### src/rtl/spi_sd_master_if.sv
// CPU bus connection for the SD-card SPI master.
// The CPU side drives the select, address and write data; the peripheral side drives the acknowledge and read data.
interface spi_sd_master_if;
    logic        cs;
    logic [31:0] bus_addr;
    logic [31:0] bus_wr_val;
    logic [3:0]  bus_bytesel;
    logic        bus_ack;
    logic [31:0] bus_data;

    modport master (
        output cs,
        output bus_addr,
        output bus_wr_val,
        output bus_bytesel,
        input  bus_ack,
        input  bus_data
    );

    modport slave (
        input  cs,
        input  bus_addr,
        input  bus_wr_val,
        input  bus_bytesel,
        output bus_ack,
        output bus_data
    );
endinterface

### src/rtl/spi_sd_master.sv
// SPI mode-0 master for the SD card slot.
// Each DATA write sends one byte, MSB first. The SCLK divider is programmable, and software polls a busy flag.
module spi_sd_master #(
    parameter int                   DIV_WIDTH = 8,
    parameter logic [DIV_WIDTH-1:0] DIV_RESET = 8'd99
) (
    input  logic             clk,
    input  logic             rst_n,
    spi_sd_master_if.slave   bus,
    output logic             sd_sclk,
    output logic             sd_mosi,
    input  logic             sd_miso,
    output logic             sd_cs_n
);

    typedef enum logic [1:0] {
        ST_IDLE = 2'd0,
        ST_LOW  = 2'd1,
        ST_HIGH = 2'd2,
        ST_DONE = 2'd3
    } state_t;

    localparam logic [1:0] REG_DATA   = 2'd0;
    localparam logic [1:0] REG_CTRL   = 2'd1;
    localparam logic [1:0] REG_CLKDIV = 2'd2;

    state_t               state_r;
    logic [7:0]           shift_r;
    logic [7:0]           rx_r;
    logic [2:0]           bitcnt_r;
    logic [DIV_WIDTH-1:0] cnt_r;
    logic [DIV_WIDTH-1:0] div_r;
    logic                 busy_r;
    logic                 sclk_r;
    logic                 mosi_r;
    logic                 cs_n_r;
    logic                 ack_r;
    logic [31:0]          data_r;

    logic [1:0]           reg_sel_s;
    logic                 is_wr_s;
    logic                 stall_s;
    logic                 accept_s;
    logic                 start_s;
    logic [31:0]          rd_data_s;
    logic [7:0]           shift_nx_s;
    logic                 first_high_s;
    logic                 bus_unused_s;

    assign bus_unused_s = &{1'b0, bus.bus_addr[31:4], bus.bus_addr[1:0], bus.bus_wr_val[31:8]};

    // Decode the bus access, apply the busy stall, and build the read mux.
    always_comb begin
        reg_sel_s    = bus.bus_addr[3:2];
        is_wr_s      = (bus.bus_bytesel != 4'b0000);
        shift_nx_s   = {shift_r[6:0], sd_miso};
        // The counter is reloaded with the divisor on entry, so this marks the first cycle of a phase.
        first_high_s = (cnt_r == div_r);
        stall_s      = 1'b0;
        if (busy_r) begin
            if ((reg_sel_s == REG_CTRL) && !is_wr_s) begin
                stall_s = 1'b0;
            end else begin
                stall_s = 1'b1;
            end
        end else begin
            stall_s = 1'b0;
        end
        accept_s = bus.cs && !ack_r && !stall_s;
        start_s  = accept_s && is_wr_s && (reg_sel_s == REG_DATA);
        case (reg_sel_s)
            REG_DATA:   rd_data_s = {24'd0, rx_r};
            REG_CTRL:   rd_data_s = {30'd0, busy_r, cs_n_r};
            REG_CLKDIV: rd_data_s = {{(32-DIV_WIDTH){1'b0}}, div_r};
            default:    rd_data_s = 32'd0;
        endcase
    end

    // Drive the bus acknowledge and read data, and update the software-written registers.
    always_ff @(posedge clk) begin
        if (!rst_n) begin
            ack_r  <= 1'b0;
            data_r <= 32'd0;
            cs_n_r <= 1'b1;
            div_r  <= DIV_RESET;
        end else if (accept_s) begin
            ack_r  <= 1'b1;
            data_r <= is_wr_s ? 32'd0 : rd_data_s;
            if (is_wr_s) begin
                case (reg_sel_s)
                    REG_CTRL:   cs_n_r <= bus.bus_wr_val[0];
                    REG_CLKDIV: div_r  <= bus.bus_wr_val[DIV_WIDTH-1:0];
                    default:    ;
                endcase
            end
        end else begin
            ack_r  <= 1'b0;
            data_r <= 32'd0;
        end
    end

    // Sequence one byte on the SPI pins, holding each SCLK half-period for CLKDIV+1 cycles.
    always_ff @(posedge clk) begin
        if (!rst_n) begin
            state_r  <= ST_IDLE;
            shift_r  <= 8'd0;
            rx_r     <= 8'hFF;
            bitcnt_r <= 3'd0;
            cnt_r    <= {DIV_WIDTH{1'b0}};
            busy_r   <= 1'b0;
            sclk_r   <= 1'b0;
            mosi_r   <= 1'b1;
        end else begin
            case (state_r)
                ST_IDLE, ST_DONE: begin
                    if (start_s) begin
                        state_r  <= ST_LOW;
                        shift_r  <= bus.bus_wr_val[7:0];
                        bitcnt_r <= 3'd7;
                        cnt_r    <= div_r;
                        busy_r   <= 1'b1;
                        sclk_r   <= 1'b0;
                        mosi_r   <= bus.bus_wr_val[7];
                    end else begin
                        state_r <= ST_IDLE;
                        sclk_r  <= 1'b0;
                        mosi_r  <= 1'b1;
                    end
                end
                ST_LOW: begin
                    if (cnt_r == {DIV_WIDTH{1'b0}}) begin
                        state_r <= ST_HIGH;
                        cnt_r   <= div_r;
                        sclk_r  <= 1'b1;
                    end else begin
                        cnt_r <= cnt_r - DIV_WIDTH'(1);
                    end
                end
                ST_HIGH: begin
                    if (first_high_s) begin
                        shift_r <= shift_nx_s;
                    end
                    if (cnt_r == {DIV_WIDTH{1'b0}}) begin
                        sclk_r <= 1'b0;
                        cnt_r  <= div_r;
                        // With CLKDIV=0 the sample and the phase end share one cycle, so use the shifted value.
                        if (bitcnt_r != 3'd0) begin
                            state_r  <= ST_LOW;
                            bitcnt_r <= bitcnt_r - 3'd1;
                            mosi_r   <= first_high_s ? shift_nx_s[7] : shift_r[7];
                        end else begin
                            state_r <= ST_DONE;
                            mosi_r  <= 1'b1;
                            busy_r  <= 1'b0;
                            rx_r    <= first_high_s ? shift_nx_s : shift_r;
                        end
                    end else begin
                        cnt_r <= cnt_r - DIV_WIDTH'(1);
                    end
                end
                default: begin
                    state_r <= ST_IDLE;
                    sclk_r  <= 1'b0;
                    mosi_r  <= 1'b1;
                    busy_r  <= 1'b0;
                end
            endcase
        end
    end

    assign bus.bus_ack  = ack_r;
    assign bus.bus_data = data_r;
    assign sd_sclk      = sclk_r;
    assign sd_mosi      = mosi_r;
    assign sd_cs_n      = cs_n_r;

endmodule

### src/flat_wrapper.sv
// flat-port wrapper written by rule: the top's interface ports become plain ports
module spi_sd_master_flat 
#(
    parameter int                   DIV_WIDTH = 8,
    parameter logic [DIV_WIDTH-1:0] DIV_RESET = 8'd99
)
  (clk, rst_n, sd_sclk, sd_mosi, sd_miso, sd_cs_n, bus_cs, bus_bus_addr, bus_bus_wr_val, bus_bus_bytesel, bus_bus_ack, bus_bus_data);
  spi_sd_master_if bus_i ();
  input  logic clk;
  input  logic rst_n;
  output logic sd_sclk;
  output logic sd_mosi;
  input  logic sd_miso;
  output logic sd_cs_n;
  input wire logic [$bits(bus_i.cs)-1:0] bus_cs;
  input wire logic [$bits(bus_i.bus_addr)-1:0] bus_bus_addr;
  input wire logic [$bits(bus_i.bus_wr_val)-1:0] bus_bus_wr_val;
  input wire logic [$bits(bus_i.bus_bytesel)-1:0] bus_bus_bytesel;
  output wire logic [$bits(bus_i.bus_ack)-1:0] bus_bus_ack;
  output wire logic [$bits(bus_i.bus_data)-1:0] bus_bus_data;
  assign bus_i.cs = bus_cs;
  assign bus_i.bus_addr = bus_bus_addr;
  assign bus_i.bus_wr_val = bus_bus_wr_val;
  assign bus_i.bus_bytesel = bus_bus_bytesel;
  assign bus_bus_ack = bus_i.bus_ack;
  assign bus_bus_data = bus_i.bus_data;
  spi_sd_master #(.DIV_WIDTH(DIV_WIDTH), .DIV_RESET(DIV_RESET)) u_core (.clk(clk), .rst_n(rst_n), .bus(bus_i), .sd_sclk(sd_sclk), .sd_mosi(sd_mosi), .sd_miso(sd_miso), .sd_cs_n(sd_cs_n));
endmodule
### config.mk
export PLATFORM = sky130hd
export DESIGN_NAME = spi_sd_master_flat
export DESIGN_NICKNAME = d
export VERILOG_FILES = /design/src/rtl/spi_sd_master_if.sv /design/src/rtl/spi_sd_master.sv /design/src/flat_wrapper.sv
export SDC_FILE = /design/constraint.sdc
export NUM_CORES = 1
export LEC_CHECK = 0
export ABC_AREA = 1
export CAP_MARGIN = 10
export CORE_ASPECT_RATIO = 0.8
export CORE_MARGIN = 5
export CORE_UTILIZATION = 48
export DETAILED_ROUTE_END_ITERATION = 12
export GPL_TIMING_DRIVEN = 0
export PLACE_DENSITY = 0.86
export RECOVER_POWER = 100
export SYNTH_ARGS = -nofsm -noshare
export SYNTH_HDL_FRONTEND = slang
export SYNTH_SLANG_ARGS = --single-unit
### constraint.sdc
create_clock -name clk -period 4.4 [get_ports clk]
set_input_delay 1.32 -clock clk [delete_from_list [all_inputs] [get_ports clk]]
set_output_delay 1.32 -clock clk [all_outputs]
set_load 0.05 [all_outputs]
==> flow_summary.toml, run 1 <==
[cells_and_area]
layout-drive-gt1-share = 0.119
final_nets = 555
final_common_cell = "nand2_1"
layout_common_cells = "107 x nand2_1, 50 x dfxtp_1, 49 x inv_1, 42 x nand3_1, 32 x o21ai_0"
n_antenna_cell = 0
syn2layout_area_growth_pct = 19.0

[job]
drv_cap = 0

[synthesis]
netlist_instances = 419
async_flop_share = 0
synth-seq-cells = 50
syn_area_per_cell_sq_um = 6.84
synth_cell_types = 35
synth.top_cell.area_share = 0.349
yosys.area.top_type = "dfxtp_1"
synth_edf_count = 0
yosys_warnings = 0
synthFlopType = "dfxtp_1"
syn_area_sq_um = 2860
yosysSeqAreaShare = 0.349
synthTopCellsByArea = "dfxtp_1 35%, nand2_1 14%, nand3_1 7.0%"

[drt]
dr.pass1.iters = 5
wl_per_cell_um = 12.3
vias = 2724
routed_wl_um = 6880
ant_nets = 0
drt-initial-drc-count = 204
drcViolationCount = 0
detail_route.vias_per_cell = 4.87

[timing]
slew_violations = 0
tns_ns = 0
tightest_slew_ns = 0.526
period_share = 0.733
setup_viol = 0
fin_ws_ns = 1.17
clock_skew_ns = 0.00952
clock.fmax_mhz = 310
rsz0062_at_grt = "false"
maxSlewHeadroom = 0.648
finalHoldViolations = 0
min_period_ns = 3.23

[global_routing]
antenna_found_initial = 0
grt_max_degree = 18
grt_pass1_vias = 2449
grt_pass1_wl_um = 11200
overflow = 0
grt_usage = 0.187

[worst_setup_path]
regToRegSetupSlack_ns = 2.26
rr_endpoint = "u_core.shift_r[5]$_SDFFE_PN0P_"
critPathCaptureType = "flip-flop"
crit_path_start_kind = "input pin"
path_class = "in2reg"
critPathArrivalTime_ns = 3.44
reg2reg_from = "u_core.state_r[0]$_SDFFE_PN0P_"
reg2reg_depth = 9
crit_path_max_fanout = 10
worst-endpoint-required_ns = 4.61

[hold_path]
holdPathStages = 2
hp-start = "u_core.sd_sclk$_SDFFE_PN0P_"
hold_class = "reg2reg"
min_to = "u_core.sd_sclk$_SDFFE_PN0P_"

[place]
gp_congestion = 0.912
dpl.hpwl_um = 5300
place_ws_ns = 1.31
io_buffer_count = 28

[clocking]
cts_sinks = 50
cts.reportedPaths.clkPinSlew_ns = 0.09
cts.path.max_buffers = 2
postCtsSetupBuffers = 0
ctsRootBufferMaster = "clkbuf_8"
clk_latency_ns = 0.32
cts_htree_levels = 2
numCtsBuffers = 5
cts_resized = 0
hold_buffers = 0
cts_tree = "done"

[pwr]
ir_drop_mv = 0.170
total_power_mw = 1.10
power.static_leakage_nw = 1.68
p_per_area_nw_per_um2 = 324

[floorplanning]
ios = 108
die_y_um = 79.1
core_area_sq_um = 5850
die-area_sq_um = 7620
num_rows = 25
fp.dieW_um = 96.4
start_util = 0.490

[status]
status = "complete, no violations"
[Yosys cell counts, types with 4 or more instances]
| master | instances |
|---|---|
| a21oi_1 | 29 |
| inv_1 | 49 |
| nand2_1 | 105 |
| o21ai_0 | 31 |
| xnor2_1 | 6 |
| nor2_1 | 27 |
| inv_2 | 8 |
| nand2_2 | 5 |
| buf_4 | 25 |
| dfxtp_1 | 50 |
| clkbuf_1 | 4 |
| ha_1 | 6 |
| nor2_2 | 6 |
| nand3_1 | 40 |
[kinds of logic (layout without fill, tap and decap cells)]
kind of cell	after synthesis	count (layout)	share of synthesized area
AOI/OAI and AO/OA	70	70	0.131
xor gates and xnor gates	7	7	0.0214
adders and majority gates	6	6	0.0262
buffers and inverters	91	127	0.160
DFF	50	50	0.349
muxes	1	1	0.00350
other	1	24	0.00131
and+or+nand+nor	193	193	0.307
[power breakdown]
group          switching [mW]  leakage (nW)  internal, mW
Clock                   0.166        0.0591         0.174
Combinational           0.180          1.21        0.0913
Sequential             0.0200         0.407         0.474
[stage by stage]
stage | std cells | instance area [sq um] | hold slack [ns] | utilization
2_1_floorplan | 442 | 2950 | 0.439 | -
6_report | 559 | 3410 | 0.467 | 0.583
5_1_grt | 559 | 3410 | 0.493 | 0.583
3_5_place_dp | 551 | 3330 | 0.455 | 0.570
4_1_cts | 559 | 3450 | 0.477 | 0.590
3_3_place_gp | 551 | 3330 | 0.455 | 0.570
[sequential cells by signal, summed over array words and instances (netlist names)]
name,cells
u_core.bus.bus_data,8
u_core.cnt_r,8
u_core.div_r,8
u_core.rx_r,8
u_core.shift_r,8
u_core.bitcnt_r,3
u_core.state_r,2
u_core.bus.bus_ack,1
u_core.busy_r,1
u_core.sd_cs_n,1
u_core.sd_mosi,1
u_core.sd_sclk,1
[how the worst max path moves through the flow]
stage | to | startpoint | slack [ns] | cells after the start
3_3_place_gp | u_core.shift_r[6]$_SDFFE_PN0P_ | bus_bus_bytesel[3] | 1.34 | 11
2_1_floorplan | u_core.state_r[0]$_SDFFE_PN0P_ | bus_bus_bytesel[3] | 2.07 | 9
4_1_cts | sd_cs_n | u_core.sd_cs_n$_SDFFE_PN1P_ | 1.58 | 1
6_report | u_core.shift_r[5]$_SDFFE_PN0P_ | bus_bus_bytesel[3] | 1.17 | 11
5_1_grt | u_core.shift_r[5]$_SDFFE_PN0P_ | bus_bus_bytesel[3] | 0.99 | 11
3_5_place_dp | u_core.shift_r[6]$_SDFFE_PN0P_ | bus_bus_bytesel[1] | 1.31 | 11
[worst max-delay path, cell delays in order]
cell and delay, ns:
dlygate4sd3_1 0.52, nor2_1 0.06, nand2_1 0.08, nand4_1 0.16, nor2_1 0.26, nand2_1 0.08
nand2_1 0.27, clkbuf_1 0.41, nand3_1 0.14, nand2_1 0.10, inv_1 0.04
[routing by layer]
metal / up-vias / GRT usage / wire length [um]
li1: 1405 / - / -
met1: 1196 / 0.261 / 3130
met2: 111 / 0.293 / 3050
met3: 12 / 0.0379 / 584
met4: 0 / 0.0504 / 110
met5: - / 0 / 0
[area by class of cell]
type,count,area (sq um)
buffer,32,219
clock buffer,5,68.8
clock inverter,3,47.5
fill,562,2440
inverter,59,229
multi-input combinational,301,1460
sequential,50,1000
tap,81,101
timing repair buffer,28,280
No activity file was read; power rests on OpenSTA's default activity.
==> inputs of run 2 (changes only) <==
- CORE_UTILIZATION: 48 -> 45
- PLACE_DENSITY: 0.86 -> 0.81
- clock period: 4.4 -> 3.05 ns (I/O delays scaled with it)
==> run 2 against run 1 <==
Routed wire length shrank 0.16%. Power grew 37%. Die area grew 5.9%. Critical path depth shrank 3. Sequential share of layout area grew 0.20 points. Largest cell class unchanged. Final area shrank 0.66%. Critical path type unchanged. First-iteration DRC count shrank 16%. Cell count grew 0.54%. Global-route usage shrank 1.3 points. Register-to-register slack lost 1.5 ns. Highest routed layer unchanged.
==> flow_summary.toml, run 2 (synthesized netlist as in run 1, its figures left out) <==
[status]
status = "complete, no violations"

[floorplanning]
start_util = 0.456
ios = 108
core_area_sq_um = 6280
num_rows = 26
die-area_sq_um = 8070
fp.dieW_um = 99.2
die_y_um = 81.4

[cells_and_area]
final_nets = 555
stdcell_area_sq_um = 3390
final_common_cell = "nand2_1"
syn2layout_area_growth_pct = 18.3
n_antenna_cell = 0
layout_common_cells = "107 x nand2_1, 52 x inv_1, 50 x dfxtp_1, 42 x nand3_1, 32 x o21ai_0"
layout-drive-gt1-share = 0.113
nFillCells = 624

[clocking]
cts_sinks = 50
cts.reportedPaths.clkPinSlew_ns = 0.10
numCtsBuffers = 5
clk_latency_ns = 0.31
cts_htree_levels = 2
hold_buffers = 0
ctsRootBufferMaster = "clkbuf_8"
cts_tree = "done"
cts.path.max_buffers = 2
cts_resized = 0
postCtsSetupBuffers = 0

[drt]
drt-initial-drc-count = 172
wl_per_cell_um = 12.2
ant_nets = 0
vias = 2666
routed_wl_um = 6870
drcViolationCount = 0
dr.pass1.iters = 4
detail_route.vias_per_cell = 4.74

[timing]
clock.fmax_mhz = 395
setup_viol = 0
tns_ns = 0
slew_violations = 0
tightest_slew_ns = 0.671
period_share = 0.831
maxSlewHeadroom = 0.551
min_period_ns = 2.53
rsz0062_at_grt = "false"
finalHoldViolations = 0
clock_skew_ns = 0.0126

[global_routing]
overflow = 0
grt_pass1_vias = 2421
grt_max_degree = 17
grt_usage = 0.174
antenna_found_initial = 0
grt_pass1_wl_um = 11300

[worst_setup_path]
cp_common_cell = "nor2_1"
crit_family = "buffers and inverters"
critical-path-slowest-cell = "dlygate4sd3_1"
worst-endpoint-required_ns = 3.31
critPathArrivalTime_ns = 2.79
critPathCaptureType = "flip-flop"
crit_chain = "dlygate4sd3_1 -> inv_1 -> nor2_1 -> inv_1 -> nor2_1 -> clkbuf_1 -> o21ai_0 -> nor2_1"
crit_path_max_fanout = 10
max_stage_delay_ns = 0.60
path_buf_inv = 4
path_class = "in2reg"
crit_path_start_kind = "input pin"

[place]
dpl.hpwl_um = 5410
io_buffer_count = 28
gp_congestion = 0.876
post_dp_cell_area_sq_um = 3340

[pwr]
power.static_leakage_nw = 1.65
p_per_area_nw_per_um2 = 448
ir_drop_mv = 0.274

[job]
drv_cap = 0

[hold_path]
hold_class = "reg2reg"
run 2: final timing paths:
path	startpoint	end	cells past startpoint	slack, ns
max	bus_bus_addr[3]	u_core.div_r[4]$_SDFFE_PN0P_	8	0.52
min reg2reg	u_core.sd_sclk$_SDFFE_PN0P_	u_core.sd_sclk$_SDFFE_PN0P_	2	0.46
max reg2reg	u_core.state_r[0]$_SDFFE_PN0P_	u_core.rx_r[2]$_SDFFE_PN1P_	9	0.77
min	u_core.sd_sclk$_SDFFE_PN0P_	u_core.sd_sclk$_SDFFE_PN0P_	2	0.46
run 2: through the flow:
stage	hold slack [ns]	total power [mW]	setup WS (ns)	std cells	util
floorplan	0.439	1.04	1.13	442	-
global placement	0.456	1.11	0.370	554	0.531
detailed placement	0.456	1.12	0.332	554	0.531
CTS	0.469	1.53	0.642	562	0.547
global route	0.500	1.60	0.302	562	0.539
finish	0.463	1.52	0.516	562	0.539
run 2: report_power, final:
part           internal, mW  total (mW)  switching, mW  leakage [nW]
Clock                 0.187       0.422          0.235        0.0478
Combinational         0.132       0.387          0.255          1.20
Sequential            0.684       0.710         0.0268         0.407
Total                  1.00        1.52          0.516          1.65
run 2: worst min-delay path, delay by kind of cell, from the launching register on:
family	cells	cell delay [ns]
DFF	1	0.31
AOI/OAI and AO/OA	1	0.05
and+or+nand+nor	1	0.06
run 2: routing by layer:
metal | global-route usage | vias up | part of all wire
li1 | - | 1398 | -
met1 | 0.224 | 1171 | 0.47
met2 | 0.292 | 90 | 0.45
met3 | 0.0489 | 7 | 0.078
met4 | 0.0409 | 0 | 0.0077
met5 | 0 | - | 0
run 2: area by class of cell:
cell class / instances / area [sq um] / share of cell area
repair buffers: 28 / 280 / 0.0827
well taps: 84 / 105 / 0.0310
inverters: 59 / 229 / 0.0676
clock buffers: 6 / 82.6 / 0.0244
clock inverters: 2 / 16.3 / 0.00480
flip-flops and latches: 50 / 1000 / 0.296
plain buffers: 32 / 226 / 0.0669
multi-input cells: 301 / 1450 / 0.427
==> inputs of run 3 (changes only) <==
- clock period: 3.05 -> 2.35 ns (I/O delays scaled with it)
==> run 3 against run 2 <==
Power is 29% higher. Worst hold slack barely moved. Combinational power is 29% higher. Highest routed layer unchanged.
==> flow_summary.toml, run 3 (synthesized netlist as in run 1, its figures left out) <==
[status]
status = "complete, no violations"

[pwr]
power.static_leakage_nw = 1.66
p_sw_frac = 0.339
ir_drop_mv = 0.362
p_per_area_nw_per_um2 = 576
p_sw_uw = 666
p_comb_frac = 0.255
p_seq_frac = 0.469
pwr-share-clk = 0.276
p_int_mw = 1.30

[floorplanning]
die_y_um = 81.4
die-area_sq_um = 8070
ios = 108
core_area_sq_um = 6280
fp.dieW_um = 99.2
num_rows = 26
start_util = 0.456

[worst_setup_path]
path_buf_inv = 1
critPathArrivalTime_ns = 1.55
crit_family = "buffers and inverters"
worst-endpoint-required_ns = 1.64
max_stage_delay_ns = 0.88
critPathCaptureType = "primary output"
crit_path_start_kind = "flip-flop"
crit_chain = "dlygate4sd3_1"
path_class = "reg2out"
critical-path-slowest-cell = "dlygate4sd3_1"
crit_path_max_fanout = 3

[clocking]
cts_tree = "done"
ctsRootBufferMaster = "clkbuf_8"
cts.path.max_buffers = 2
numCtsBuffers = 5
cts_sinks = 50
cts_htree_levels = 2
cts.reportedPaths.clkPinSlew_ns = 0.10
clk_latency_ns = 0.31
postCtsSetupBuffers = 0

[job]
drv_cap = 0

[drt]
ant_nets = 0
drt-initial-drc-count = 158
dr.pass1.iters = 5
vias = 2679
drcViolationCount = 0
detail_route.vias_per_cell = 4.77
wl_per_cell_um = 12.3
routed_wl_um = 6890

[place]
io_buffer_count = 28
gp_congestion = 0.876
dp.cells = 554
dpl.hpwl_um = 5410

[cells_and_area]
layout-drive-gt1-share = 0.128
fin_cells = 562
final_nets = 555
final_common_cell = "nand2_1"
syn2layout_area_growth_pct = 19.1
layout_common_cells = "105 x nand2_1, 51 x inv_1, 50 x dfxtp_1, 41 x nand3_1, 32 x o21ai_0"
layout.area.seq_sq_um = 1000
multi_input_area_sq_um = 1470
n_antenna_cell = 0
nFillCells = 619

[global_routing]
grt_max_degree = 17
grt_usage = 0.174
grt_pass1_vias = 2421
antenna_found_initial = 0
overflow = 0
grt_pass1_wl_um = 11300

[timing]
clock_skew_ns = 0.0146
clock.fmax_mhz = 444
period_share = 0.959
maxSlewHeadroom = 0.584
tightest_slew_ns = 0.622
slew_violations = 0
min_period_ns = 2.25
tns_ns = 0
finalHoldViolations = 0
rsz0062_at_grt = "false"
setup_viol = 0

[hold_path]
hold_class = "reg2reg"
-- run 3: changes by cell type in the layout (fill, tap and decap cells not counted), moves of 2 or more --
cell	previous run	this run
nand2_1	107	105
nand2_2	3	5
nor2_1	30	28
nor2_2	4	6
-- run 3: what timing repair did --
action | in CTS | in global routing
setup endpoints to repair | 0 | 2
hold buffers | 0 | 0
resized for setup | 0 | 1
-- run 3: layout make-up --
| cell class | instances | share of cell area |
|---|---|---|
| buffer | 32 | 0.0668 |
| clock inverter | 2 | 0.00477 |
| multi-input combinational | 301 | 0.431 |
| inverter | 59 | 0.0671 |
| tap | 84 | 0.0308 |
| sequential | 50 | 0.293 |
| clock buffer | 6 | 0.0242 |
| timing repair buffer | 28 | 0.0822 |
-- run 3: final timing paths --
kind                                     start                     endpoint  slack [ns]  cells after the start
setup / recovery   u_core.sd_cs_n$_SDFFE_PN1P_                      sd_cs_n         0.1                      1
hold reg to reg    u_core.sd_sclk$_SDFFE_PN0P_  u_core.sd_sclk$_SDFFE_PN0P_        0.46                      2
setup reg to reg  u_core.cnt_r[0]$_SDFFE_PN0P_  u_core.rx_r[5]$_SDFFE_PN1P_        0.26                      9
hold / removal     u_core.sd_sclk$_SDFFE_PN0P_  u_core.sd_sclk$_SDFFE_PN0P_        0.46                      2
-- run 3: power groups by stage --
stage | Sequential [mW] | Combinational [mW] | Clock, mW
after floorplan | 0.946 | 0.399 | 0
after global placement | 0.940 | 0.501 | 0
after detailed placement | 0.941 | 0.511 | 0
after CTS | 0.922 | 0.514 | 0.553
after global routing | 0.928 | 0.549 | 0.596
final | 0.922 | 0.501 | 0.543
-- run 3: layer usage --
| metal | track usage | vias up | share of wire |
|---|---|---|---|
| li1 | - | 1400 | - |
| met1 | 0.224 | 1189 | 0.47 |
| met2 | 0.292 | 86 | 0.45 |
| met3 | 0.0489 | 4 | 0.074 |
| met4 | 0.0409 | 0 | 0.0052 |
| met5 | 0 | - | 0 |
-- run 3: stage by stage --
stage	total power [mW]	setup WS [ns]	hold slack, ns	util	cell area, sq um
6_report	1.97	0.0961	0.463	0.543	3410
5_1_grt	2.07	0.0294	0.500	0.543	3410
4_1_cts	1.99	0.152	0.469	0.547	3430
3_5_place_dp	1.45	-0.158	0.456	0.531	3340
3_3_place_gp	1.44	-0.120	0.456	0.531	3340
2_1_floorplan	1.35	0.638	0.439	-	2950
